**src/rtl/sobel_stream_ctrl.sv**
```systemverilog
`default_nettype none
// ============================================================================
//  Module   : sobel_stream_ctrl
//  Purpose  : Sequences a stall-able Sobel convolution datapath between an
//             AXI-Stream input and an AXI-Stream output. Generates the
//             datapath stall and per-frame datapath reset, tracks valid beats
//             through the datapath with a tag pipeline, flushes the pipeline
//             at end of frame and buffers results in a 2-entry output FIFO.
//             Output tlast/tuser are regenerated from internal counters.
//  Ports    : clk, aresetn (sync, active-low)
//             start / busy / frame_done / err_sync  - control and status
//             s_t*                                   - AXI-Stream input
//             m_t*                                   - AXI-Stream output
//             dp_stall, dp_aresetn, dp_inp_frame,
//             dp_out_frame                           - datapath interface
//  Revision : 1.0 - initial release
// ============================================================================
module sobel_stream_ctrl #(
  parameter int PIXELS_PER_BEAT = 16,
  parameter int IMAGE_DIM       = 512,
  parameter int DATA_WIDTH      = 8 * PIXELS_PER_BEAT,
  parameter int LATENCY         = 24
) (
  input  logic                  clk,
  input  logic                  aresetn,
  input  logic                  start,
  output logic                  busy,
  output logic                  frame_done,
  output logic                  err_sync,
  input  logic [DATA_WIDTH-1:0] s_tdata,
  input  logic                  s_tvalid,
  output logic                  s_tready,
  input  logic                  s_tlast,
  input  logic                  s_tuser,
  output logic [DATA_WIDTH-1:0] m_tdata,
  output logic                  m_tvalid,
  input  logic                  m_tready,
  output logic                  m_tlast,
  output logic                  m_tuser,
  output logic                  dp_stall,
  output logic                  dp_aresetn,
  output logic [DATA_WIDTH-1:0] dp_inp_frame,
  input  logic [DATA_WIDTH-1:0] dp_out_frame
);

  localparam int COLS    = IMAGE_DIM / PIXELS_PER_BEAT;
  localparam int COL_W   = (COLS > 1) ? $clog2(COLS) : 1;
  localparam int ROW_W   = (IMAGE_DIM > 1) ? $clog2(IMAGE_DIM) : 1;
  localparam int FLUSH_W = $clog2(LATENCY + 1);

  localparam logic [COL_W-1:0]   LAST_COL  = COL_W'(COLS - 1);
  localparam logic [ROW_W-1:0]   LAST_ROW  = ROW_W'(IMAGE_DIM - 1);
  localparam logic [FLUSH_W-1:0] FLUSH_END = FLUSH_W'(LATENCY - 1);

  typedef enum logic [2:0] {
    S_IDLE  = 3'd0,
    S_CLR   = 3'd1,
    S_RUN   = 3'd2,
    S_FLUSH = 3'd3,
    S_DRAIN = 3'd4
  } state_t;

  state_t               state_q, state_d;
  logic [COL_W-1:0]     col_q, col_d;
  logic [ROW_W-1:0]     row_q, row_d;
  logic [FLUSH_W-1:0]   flush_cnt_q, flush_cnt_d;
  logic                 err_sync_q, err_sync_d;

  // Tag pipeline: entry i describes the beat sitting in datapath stage i.
  logic [LATENCY-1:0]   tag_valid_q, tag_valid_d;
  logic [LATENCY-1:0]   tag_last_q, tag_last_d;
  logic [LATENCY-1:0]   tag_user_q, tag_user_d;

  // 2-entry output FIFO.
  logic [DATA_WIDTH-1:0] fifo_data_q [2];
  logic [DATA_WIDTH-1:0] fifo_data_d [2];
  logic [1:0]            fifo_last_q, fifo_last_d;
  logic [1:0]            fifo_user_q, fifo_user_d;
  logic                  wr_ptr_q, wr_ptr_d;
  logic                  rd_ptr_q, rd_ptr_d;
  logic [1:0]            fifo_count_q, fifo_count_d;

  logic pop;
  logic push;
  logic room;
  logic blk;
  logic adv;
  logic accept;
  logic last_col;
  logic first_beat;

  // A beat leaving the last datapath stage needs a FIFO slot; a pop in the
  // same cycle frees one, so the slot check accounts for it.
  assign pop        = (fifo_count_q != 2'd0) & m_tready;
  assign room       = (fifo_count_q - {1'b0, pop}) < 2'd2;
  assign blk        = tag_valid_q[LATENCY-1] & ~room;
  assign accept     = (state_q == S_RUN) & adv;
  assign push       = adv & tag_valid_q[LATENCY-1];
  assign last_col   = (col_q == LAST_COL);
  assign first_beat = (col_q == '0) & (row_q == '0);

  always_comb begin
    adv = 1'b0;
    case (state_q)
      S_RUN:   adv = s_tvalid & ~blk;
      S_FLUSH: adv = ~blk;
      default: adv = 1'b0;
    endcase
  end

  // --------------------------------------------------------------------------
  // Control FSM, counters, framing check and tag pipeline
  // --------------------------------------------------------------------------
  always_comb begin
    state_d     = state_q;
    col_d       = col_q;
    row_d       = row_q;
    flush_cnt_d = flush_cnt_q;
    err_sync_d  = err_sync_q;
    tag_valid_d = tag_valid_q;
    tag_last_d  = tag_last_q;
    tag_user_d  = tag_user_q;

    if (adv) begin
      for (int i = LATENCY - 1; i > 0; i--) begin
        tag_valid_d[i] = tag_valid_q[i-1];
        tag_last_d[i]  = tag_last_q[i-1];
        tag_user_d[i]  = tag_user_q[i-1];
      end
      // During FLUSH accept is 0, so zero beats enter with an invalid tag.
      tag_valid_d[0] = accept;
      tag_last_d[0]  = last_col;
      tag_user_d[0]  = first_beat;
    end

    case (state_q)
      S_IDLE: begin
        if (start) begin
          state_d    = S_CLR;
          err_sync_d = 1'b0;
        end
      end
      S_CLR: begin
        state_d     = S_RUN;
        col_d       = '0;
        row_d       = '0;
        flush_cnt_d = '0;
        err_sync_d  = 1'b0;
        tag_valid_d = '0;
        tag_last_d  = '0;
        tag_user_d  = '0;
      end
      S_RUN: begin
        if (accept) begin
          // Input framing is only checked; output framing follows counters.
          if ((s_tlast != last_col) || (s_tuser != first_beat)) begin
            err_sync_d = 1'b1;
          end
          if (last_col) begin
            col_d = '0;
            if (row_q == LAST_ROW) begin
              row_d   = '0;
              state_d = S_FLUSH;
            end else begin
              row_d = row_q + 1'b1;
            end
          end else begin
            col_d = col_q + 1'b1;
          end
        end
      end
      S_FLUSH: begin
        if (adv) begin
          flush_cnt_d = flush_cnt_q + 1'b1;
          if (flush_cnt_q == FLUSH_END) begin
            state_d = S_DRAIN;
          end
        end
      end
      S_DRAIN: begin
        if (fifo_count_q == 2'd0) begin
          state_d = S_IDLE;
        end
      end
      default: state_d = S_IDLE;
    endcase
  end

  // --------------------------------------------------------------------------
  // Output FIFO
  // --------------------------------------------------------------------------
  always_comb begin
    fifo_data_d  = fifo_data_q;
    fifo_last_d  = fifo_last_q;
    fifo_user_d  = fifo_user_q;
    wr_ptr_d     = wr_ptr_q;
    rd_ptr_d     = rd_ptr_q;
    fifo_count_d = fifo_count_q;

    if (push) begin
      fifo_data_d[wr_ptr_q] = dp_out_frame;
      fifo_last_d[wr_ptr_q] = tag_last_q[LATENCY-1];
      fifo_user_d[wr_ptr_q] = tag_user_q[LATENCY-1];
      wr_ptr_d              = ~wr_ptr_q;
    end
    if (pop) begin
      rd_ptr_d = ~rd_ptr_q;
    end

    case ({push, pop})
      2'b10:   fifo_count_d = fifo_count_q + 2'd1;
      2'b01:   fifo_count_d = fifo_count_q - 2'd1;
      default: fifo_count_d = fifo_count_q;
    endcase
  end

  // --------------------------------------------------------------------------
  // State registers
  // --------------------------------------------------------------------------
  always_ff @(posedge clk) begin
    if (!aresetn) begin
      state_q      <= S_IDLE;
      col_q        <= '0;
      row_q        <= '0;
      flush_cnt_q  <= '0;
      err_sync_q   <= 1'b0;
      tag_valid_q  <= '0;
      tag_last_q   <= '0;
      tag_user_q   <= '0;
      fifo_data_q[0] <= '0;
      fifo_data_q[1] <= '0;
      fifo_last_q  <= '0;
      fifo_user_q  <= '0;
      wr_ptr_q     <= 1'b0;
      rd_ptr_q     <= 1'b0;
      fifo_count_q <= 2'd0;
    end else begin
      state_q      <= state_d;
      col_q        <= col_d;
      row_q        <= row_d;
      flush_cnt_q  <= flush_cnt_d;
      err_sync_q   <= err_sync_d;
      tag_valid_q  <= tag_valid_d;
      tag_last_q   <= tag_last_d;
      tag_user_q   <= tag_user_d;
      fifo_data_q[0] <= fifo_data_d[0];
      fifo_data_q[1] <= fifo_data_d[1];
      fifo_last_q  <= fifo_last_d;
      fifo_user_q  <= fifo_user_d;
      wr_ptr_q     <= wr_ptr_d;
      rd_ptr_q     <= rd_ptr_d;
      fifo_count_q <= fifo_count_d;
    end
  end

  // --------------------------------------------------------------------------
  // Outputs
  // --------------------------------------------------------------------------
  assign busy         = (state_q != S_IDLE);
  assign frame_done   = (state_q == S_DRAIN) & (fifo_count_q == 2'd0);
  assign err_sync     = err_sync_q;
  assign s_tready     = (state_q == S_RUN) & ~blk;
  assign dp_stall     = ~adv;
  assign dp_aresetn   = aresetn & (state_q != S_CLR);
  assign dp_inp_frame = (state_q == S_RUN) ? s_tdata : '0;

  // Head outputs are gated so idle outputs read as zero.
  assign m_tvalid = (fifo_count_q != 2'd0);
  assign m_tdata  = m_tvalid ? fifo_data_q[rd_ptr_q] : '0;
  assign m_tlast  = m_tvalid & fifo_last_q[rd_ptr_q];
  assign m_tuser  = m_tvalid & fifo_user_q[rd_ptr_q];

endmodule
`default_nettype wire

```
**config.mk**
```make
export PLATFORM = sky130hd
export DESIGN_NAME = sobel_stream_ctrl
export DESIGN_NICKNAME = d
export VERILOG_FILES = /design/src/rtl/sobel_stream_ctrl.sv
export SDC_FILE = /design/constraint.sdc
export NUM_CORES = 1
export LEC_CHECK = 0
export BUFFER_PORTS_ARGS = -buffer_cell sky130_fd_sc_hd__clkbuf_2
export CAP_MARGIN = 30
export CORE_ASPECT_RATIO = 1.75
export CORE_MARGIN = 2
export CORE_UTILIZATION = 35
export DETAILED_ROUTE_END_ITERATION = 7
export PLACE_DENSITY = 0.69
export SLEW_MARGIN = 15
export SYNTH_ARGS = -nofsm -noshare
export SYNTH_HDL_FRONTEND = slang
export SYNTH_SLANG_ARGS = --single-unit
```
**constraint.sdc**
```tcl
create_clock -name clk -period 2.43 [get_ports clk]
set_input_delay 0.243 -clock clk [delete_from_list [all_inputs] [get_ports clk]]
set_output_delay 0.243 -clock clk [all_outputs]
set_load 0.01 [all_outputs]
```
==> results of run 1 <==
-- per-layer routing --
layer  routed length (um)  track usage
met4                 3650        0.144
met1                20400        0.226
met2                30600        0.417
met5                    7            0
met3                 3350       0.0339
-- metrics by stage --
step,utilization,power [mW]
6_report,0.474,14.2
3_3_place_gp,0.419,8.46
5_1_grt,0.474,14.7
2_1_floorplan,-,7.37
4_1_cts,0.472,14.3
3_5_place_dp,0.419,8.48
-- cells by family after synthesis --
family	after synthesis	synth area share
multiplexers	130	0.0799
XOR/XNOR	6	0.00323
buffers and inverters	214	0.0618
flip-flops	359	0.441
AO/OA/AOI/OAI	393	0.129
AND/OR/NAND/NOR	999	0.278
adder cells (fa/ha/maj)	8	0.00614
-- critical path, stage by stage (launching register included) --
cell	delay, ns
dfxtp_1	0.33
buf_4	0.18
nor2b_4	0.21
buf_4	0.32
and3_1	0.36
clkbuf_2	0.19
-- repair_timing --
action | 4_1_cts | 5_1_grt
endpoints found under the hold margin | 256 | 0
endpoints found under the setup margin | 0 | 10
resized for setup | 0 | 4
hold buffers | 128 | 0
-- where the power goes --
| part | leakage (nW) | switching [mW] | total [mW] | internal (mW) |
|---|---|---|---|---|
| sequential | 2.89 | 0.0280 | 5.94 | 5.91 |
| clock | 0.560 | 2.33 | 5.56 | 3.22 |
| combinational | 5.26 | 1.68 | 2.67 | 0.992 |
| total | 8.71 | 4.04 | 14.2 | 10.1 |
-- cell usage after synthesis (all sizes together) (4+ instances only) --
library cell | number | area, um2
dfxtp | 359 | 7190
inv | 9 | 33.8
nand3 | 272 | 1360
ha | 8 | 100
and3 | 135 | 845
a31oi | 13 | 81.3
nor2 | 143 | 537
clkbuf | 156 | 598
mux2i | 130 | 1300
nand2b | 8 | 57.6
xor2 | 5 | 43.8
or3 | 4 | 25.0
buf | 49 | 374
a21oi | 82 | 410
nor2b | 5 | 31.3
o21ai | 273 | 1370
and2 | 5 | 31.3
nand2 | 414 | 1550
-- area by class of cell --
class,count,area (um2)
Fill cell,4352,24200
Multi-Input combinational cell,1536,8130
Sequential cell,359,7190
Timing Repair Buffer,696,4500
Clock buffer,51,1010
Tap cell,583,729
Clock inverter,11,150
Inverter,9,36.3
Antenna cell,12,30.0
-- state kept, by name, indices dropped and copies added, names as in the netlist, 2 cells and up --
signal	count
tag_valid_q	24
fifo_user_q	2
col_q	5
fifo_data_q	256
fifo_count_q	2
row_q	9
state_q	3
fifo_last_q	2
flush_cnt_q	5
tag_last_q	24
tag_user_q	24
-- path summary, 6_finish.rpt --
path	end	start	cells after the start
min	err_sync	s_tlast	4
max	dp_inp_frame[82]	state_q[1]	5
max reg2reg	row_q[7]	row_q[0]	9
min reg2reg	fifo_data_q[170]	fifo_data_q[170]	2
==> results.cfg, run 1 <==
[status]
status = finished clean

[floorplan]
io_pins = 528
initial_core_util = 0.355
die_h_um = 289
die_area_um2 = 48400
fp.dieW_um = 167
core-area_um2 = 45900
rows = 104

[place]
placedCellCount = 3054
hpwl_um = 41100
io_buffer_count = 527
place_congestion = 0.956
placed_cell_area_um2 = 19300
preCtsSetupSlack_ns = 0.360

[synthesis]
synth_nets = 2380
synthArstFlopShare = 0
synthesis.area_um2 = 16300
synth_edf_count = 0
ys_seq_area_frac = 0.441
yosysUniqueCellTypes = 52
synth-main-ff-cell = dfxtp_1
synth-seq-cells = 359
synthesis.instances = 2109
syn_avg_cell_area_um2 = 7.72
yosysWarnings = 0

[clocking]
clkLatencyLatePin_ns = 0.53
cts_tree = yes
clk_pin_slew_worst_paths_ns = 0.06
numCtsBuffers = 35
h-tree-depth = 2
root_buffer = clkbuf_16
cts_setup_buffers = 0
cts_sinks = 359
cts_buffer_depth = 3

[cells_and_area]
drive_gt1_frac = 0.238
layout.nets = 2908
fin_area_um2 = 21800
area.growth.synth_to_final_pct = 33.6
final_common_cell = clkbuf_2
mostFrequentLayoutCells = 526 x clkbuf_2, 413 x nand2_1, 358 x dfxtp_1
stdcell_count = 3257

[drt]
drc = 0
vias_per_cell = 5.20
drt-wirelength-per-cell_um = 17.8
drt_iter0_drc = 1153
postRouteAntennaNets = 0
drtPass1Iterations = 5
routed_wl_um = 58100
via_count = 16900

[grt]
grt_overflow = 0
grt_pass1_vias = 16100
grt_pass1_wl_um = 84900
grt_start_max_net_pins = 169
grt_usage = 0.222
grt_antenna_before_repair = 12

[worst_hold_path]
worstHoldPathType = in2reg

[critical_path]
end_kind = primary output
critPathMaxFanout = 37
crit_required_ns = 2.19
arrival_ns = 2.15
reg2reg_slack_ns = 0.33
path_class = reg2out
crit_path_start_kind = flop

[sta]
min_period_over_period = 0.985
period_minus_slack_ns = 2.39
setup_slack_ns = 0.0375
setup_tns_ns = 0
max_freq_mhz = 418
fin_skew_ns = 0.0169
relSlewSlack = 0.496
setup_viol = 0
hold_ws_ns = 0.0754
tightest_slew_ns = 0.738
finalHoldViolations = 0
rsz0062_at_grt = no
slew_violations = 0

[power_and_ir_drop]
peakVddDrop_uv = 611
cellLeakagePower_nw = 8.71
power_density_nw_per_um2 = 651

[flow_run]
maxCapViolations = 0
Power figures use the tool's default switching activity.
==> run 2: changes to the inputs <==
- PLACE_DENSITY: 0.69 -> 0.67
- clock period: 2.43 -> 2.42 ns (I/O delays scaled with it)
==> run 2 against run 1 <==
  * Clock skew is 0.00055 ns lower
  * Utilization is 0.20 points higher
  * Final cell count is 0.43% higher
  * Non-clock buffer count is 10 higher
  * Register-to-register slack worse by 0.09 ns
  * Setup slack better by 0.059 ns
  * Critical path depth is 1 lower
  * Design area is 0.43% higher
  * Routed wire length is 3.9% higher
  * Total power hardly changed
  * Combinational power is 3% higher
==> results.cfg, run 2 (synthesis results as in run 1) <==
[grt]
grt_start_max_net_pins = 148
grt_usage = 0.234
grt_pass1_vias = 16400
grt_pass1_wl_um = 88700
grt_antenna_before_repair = 13
grt_overflow = 0

[clocking]
cts_tree = yes
cts_sinks = 359
root_buffer = clkbuf_16
clk_pin_slew_worst_paths_ns = 0.07
numCtsBuffers = 35
cts_buffer_depth = 3
clkLatencyLatePin_ns = 0.52
h-tree-depth = 2

[cells_and_area]
multiInputGateArea_um2 = 8140
area.growth.synth_to_final_pct = 34.2
stdcell_count = 3271
seq_area_um2 = 7190
drive_gt1_frac = 0.244
largest_reg_flops = 256
fin_area_um2 = 21900
mostFrequentLayoutCells = 526 x clkbuf_2, 413 x nand2_1, 356 x dfxtp_1
final_common_cell = clkbuf_2
layout.nets = 2919
nFillCells = 4378
regMostFlops = fifo_data_q

[floorplan]
initial_core_util = 0.355
io_pins = 528
die_area_um2 = 48400
core-area_um2 = 45900
fp.dieW_um = 167
rows = 104
die_h_um = 289

[sta]
fin_skew_ns = 0.0164
tightest_slew_ns = 0.693
setup_tns_ns = 0
hold_ws_ns = 0.0935
rsz0062_at_grt = no
relSlewSlack = 0.526
setup_viol = 0
period_minus_slack_ns = 2.32
setup_slack_ns = 0.0962
slew_violations = 0
max_freq_mhz = 430
min_period_over_period = 0.960
finalHoldViolations = 0

[worst_hold_path]
worstHoldPathType = in2reg

[place]
preCtsSetupSlack_ns = 0.245
place_congestion = 1.14
io_buffer_count = 527
hpwl_um = 43800
placedCellCount = 3063
placed_cell_area_um2 = 19400

[drt]
postRouteAntennaNets = 0
drc = 0
routed_wl_um = 60300
drt-wirelength-per-cell_um = 18.4
drtPass1Iterations = 5
vias_per_cell = 5.25
via_count = 17200
drt_iter0_drc = 1303

[power_and_ir_drop]
cellLeakagePower_nw = 8.75
peakVddDrop_uv = 534
power_density_nw_per_um2 = 648

[critical_path]
arrival_ns = 2.08
path_class = reg2out
crit_path_start_kind = flop
end_kind = primary output
crit_required_ns = 2.18
critPathMaxFanout = 38

[flow_run]
maxCapViolations = 0

[status]
status = finished clean
==> run 2: critical path: stages, from the launching register on <==
cell	delay, ns
dfxtp_4	0.57
buf_12	0.32
mux2i_1	0.34
nor2_1	0.11
clkbuf_2	0.17
==> run 2: worst paths after layout <==
path / start / end / slack, ns / cells after the start
worst min-delay path: s_tvalid / tag_valid_q[0] / 0.09 / 3
worst max-delay path: rd_ptr_q / m_tdata[29] / 0.1 / 4
worst min register to register: fifo_data_q[189] / fifo_data_q[189] / 0.44 / 2
worst max register to register: col_q[1] / row_q[6] / 0.24 / 6
==> run 2: metal layers <==
layer | GRT usage | vias up | wire (um)
met1 | 0.243 | 8039 | 21500
li1 | - | 8272 | -
met3 | 0.0347 | 172 | 3260
met4 | 0.180 | 2 | 4770
met2 | 0.422 | 691 | 30800
met5 | 0 | - | 13
==> run 2: what timing repair did <==
item / CTS / global route
hold buffers: 128 / 0
setup endpoints to repair: 62 / 2
gates resized for setup: 6 / 3
buffers inserted: 2 / 0
gates cloned: 1 / 0
hold endpoints to repair: 255 / 0
==> run 2: report_power, final <==
part	switching, mW	leakage (nW)	internal (mW)
Clock	2.34	0.549	3.10
Sequential	0.0377	2.89	5.94
Combinational	1.71	5.31	1.04
==> run 2: cell type report <==
cell class | instances | share of cell area
Inverter | 9 | 0.00177
Sequential cell | 359 | 0.329
Clock buffer | 49 | 0.0472
Timing Repair Buffer | 706 | 0.210
Clock inverter | 12 | 0.00469
Antenna cell | 16 | 0.00183
Tap cell | 583 | 0.0334
Multi-Input combinational cell | 1537 | 0.372
==> run 2: per-stage QoR <==
step,utilization,power (mW)
after floorplan,-,7.40
after global placement,0.421,8.54
after detailed placement,0.421,8.57
after CTS,0.475,14.3
after global routing,0.476,14.7
final,0.476,14.2
==> run 3: changes to the inputs <==
- PLACE_DENSITY: 0.67 -> default
- PLACE_DENSITY_LB_ADDON: default -> 0.08
==> run 3 against run 2 <==
  * Count of clock-buffer cells in the layout is 5 higher
  * Clock skew increased by 0.0087 ns
  * Sequential share of layout area down 0.24 points
  * Design area is 0.72% higher
  * Sequential power barely moved
  * Register-to-register slack better by 0.05 ns
  * Global-route usage down 2.9 points
  * Utilization increased by 0.34 points
  * Non-clock buffer count rose by 7
  * Clock power grew 6.1%
  * Critical endpoint is now dp_inp_frame[74]
  * Highest routed layer is now met4
==> results.cfg, run 3 (synthesis results as in run 1) <==
[critical_path]
critPathMaxFanout = 32
crit_required_ns = 2.18
crit_path_start_kind = flop
arrival_ns = 2.12
crit_path_max_incr_delay_ns = 0.36
end_kind = primary output
path_class = reg2out
crit_buf_inv = 4
crit_family = buffers and inverters
cpMaxStageDelayCell = dfxtp_2
worstPathCellList = buf_4 > nor2b_4 > buf_4 > buf_12 > and3_2 > clkbuf_2
cp_common_cell = buf_4
reg2reg_slack_ns = 0.29

[cells_and_area]
final_common_cell = clkbuf_2
mostFrequentLayoutCells = 526 x clkbuf_2, 413 x nand2_1, 357 x dfxtp_1
fin_area_um2 = 22000
nFillCells = 4627
layout.nets = 2926
area.growth.synth_to_final_pct = 35.2
largest_reg_flops = 256
drive_gt1_frac = 0.246
regMostFlops = fifo_data_q

[power_and_ir_drop]
p_comb_frac = 0.184
netSwitchingFraction = 0.275
peakVddDrop_uv = 583
p_int_mw = 10.4
cellLeakagePower_nw = 8.85
p_sw_mw = 3.96
seq_power_share = 0.415
clock_power_share = 0.401
power_density_nw_per_um2 = 653

[drt]
via_count = 16500
drtPass1Iterations = 6
routed_wl_um = 53200
drc = 0
drt-wirelength-per-cell_um = 16.3
vias_per_cell = 5.05
drt_iter0_drc = 1022
postRouteAntennaNets = 0

[clocking]
clk_pin_slew_worst_paths_ns = 0.07
h-tree-depth = 2
clkLatencyLatePin_ns = 0.53
cts_tree = yes
root_buffer = clkbuf_16
cts_sinks = 359
cts_buffer_depth = 3
numCtsBuffers = 36

[sta]
max_freq_mhz = 423
setup_viol = 0
relSlewSlack = 0.537
slew_violations = 0
min_period_over_period = 0.978
fin_skew_ns = 0.0251
finalHoldViolations = 0
setup_slack_ns = 0.0532
period_minus_slack_ns = 2.37
tightest_slew_ns = 0.694
rsz0062_at_grt = no
setup_tns_ns = 0

[flow_run]
maxCapViolations = 0

[floorplan]
io_pins = 528
fp.dieW_um = 167
initial_core_util = 0.355
die_h_um = 289
die_area_um2 = 48400
rows = 104
core-area_um2 = 45900

[worst_hold_path]
worstHoldPathType = in2reg

[place]
hpwl_um = 37100
place_congestion = 0.938
placed_cell_area_um2 = 19400
io_buffer_count = 527
preCtsSetupSlack_ns = 0.319

[grt]
grt_antenna_before_repair = 4
grt_overflow = 0
grt_start_max_net_pins = 174
grt_usage = 0.205
grt_pass1_vias = 15300
grt_pass1_wl_um = 80800

[status]
status = finished clean
==> run 3: changes by cell type in the layout (fill, tap and decap cells not counted), sizes merged <==
cell	before	now
clkbuf	575	581
diode	16	4
buf	52	57
clkinvlp	4	1
nor2b	6	5
bufinv	1	3
clkinv	6	2
bufbuf	0	1
==> run 3: power by group through the flow <==
| stage | Combinational (mW) | Sequential, mW | Clock (mW) |
|---|---|---|---|
| after global routing | 2.86 | 5.97 | 6.17 |
| final | 2.65 | 5.97 | 5.76 |
| after global placement | 2.31 | 6.10 | 0 |
| after detailed placement | 2.31 | 6.10 | 0 |
| after floorplan | 1.31 | 6.09 | 0 |
| after CTS | 2.59 | 5.97 | 5.97 |
==> run 3: timing repair <==
item                                   4_1_cts  5_1_grt
endpoints found under the hold margin      256        0
setup endpoints to repair                    9       69
buffers inserted                             2        2
gates cloned                                 1        1
gates resized for setup                      5        3
hold buffers                               128        0
==> run 3: metal layers <==
metal | global-route usage | vias to the layer above | share of wire
met2 | 0.384 | 479 | 0.53
met1 | 0.233 | 7672 | 0.39
li1 | - | 8271 | -
met4 | 0.0791 | 0 | 0.035
met5 | 0 | - | 0
met3 | 0.0303 | 81 | 0.047
==> run 3: worst register-to-register path, stage by stage (launching register included) <==
cell,delay (ns)
dfxtp_1,0.31
nand2b_1,0.38
a211oi_4,0.42
nand2_1,0.10
ha_1,0.34
or3_1,0.36
a21oi_1,0.15
==> run 3: through the flow <==
step	total power [mW]	cells	utilization	hold slack [ns]
global placement	8.42	3066	0.423	0.435
CTS	14.5	3258	0.478	0.0571
global route	15.0	3265	0.479	0.0906
floorplan	7.40	2109	-	0.372
detailed placement	8.42	3066	0.423	0.439
finish	14.4	3265	0.479	0.0901
==> run 3: layout make-up <==
cell class	count	area, um2	area share
Multi-Input combinational cell	1536	8130	0.369
Sequential cell	359	7190	0.327
Timing Repair Buffer	713	4710	0.214
Clock buffer	54	1090	0.0495
Tap cell	583	729	0.0331
Clock inverter	7	116	0.00528
Inverter	9	36.3	0.00165
Antenna cell	4	10.0	0.000455
==> run 3: worst paths after layout <==
kind | cells past startpoint | to | startpoint
max reg2reg | 6 | fifo_count_q[1] | state_q[2]
min | 4 | err_sync | s_tlast
max | 6 | dp_inp_frame[74] | state_q[1]
min reg2reg | 2 | tag_last_q[22] | tag_last_q[21]
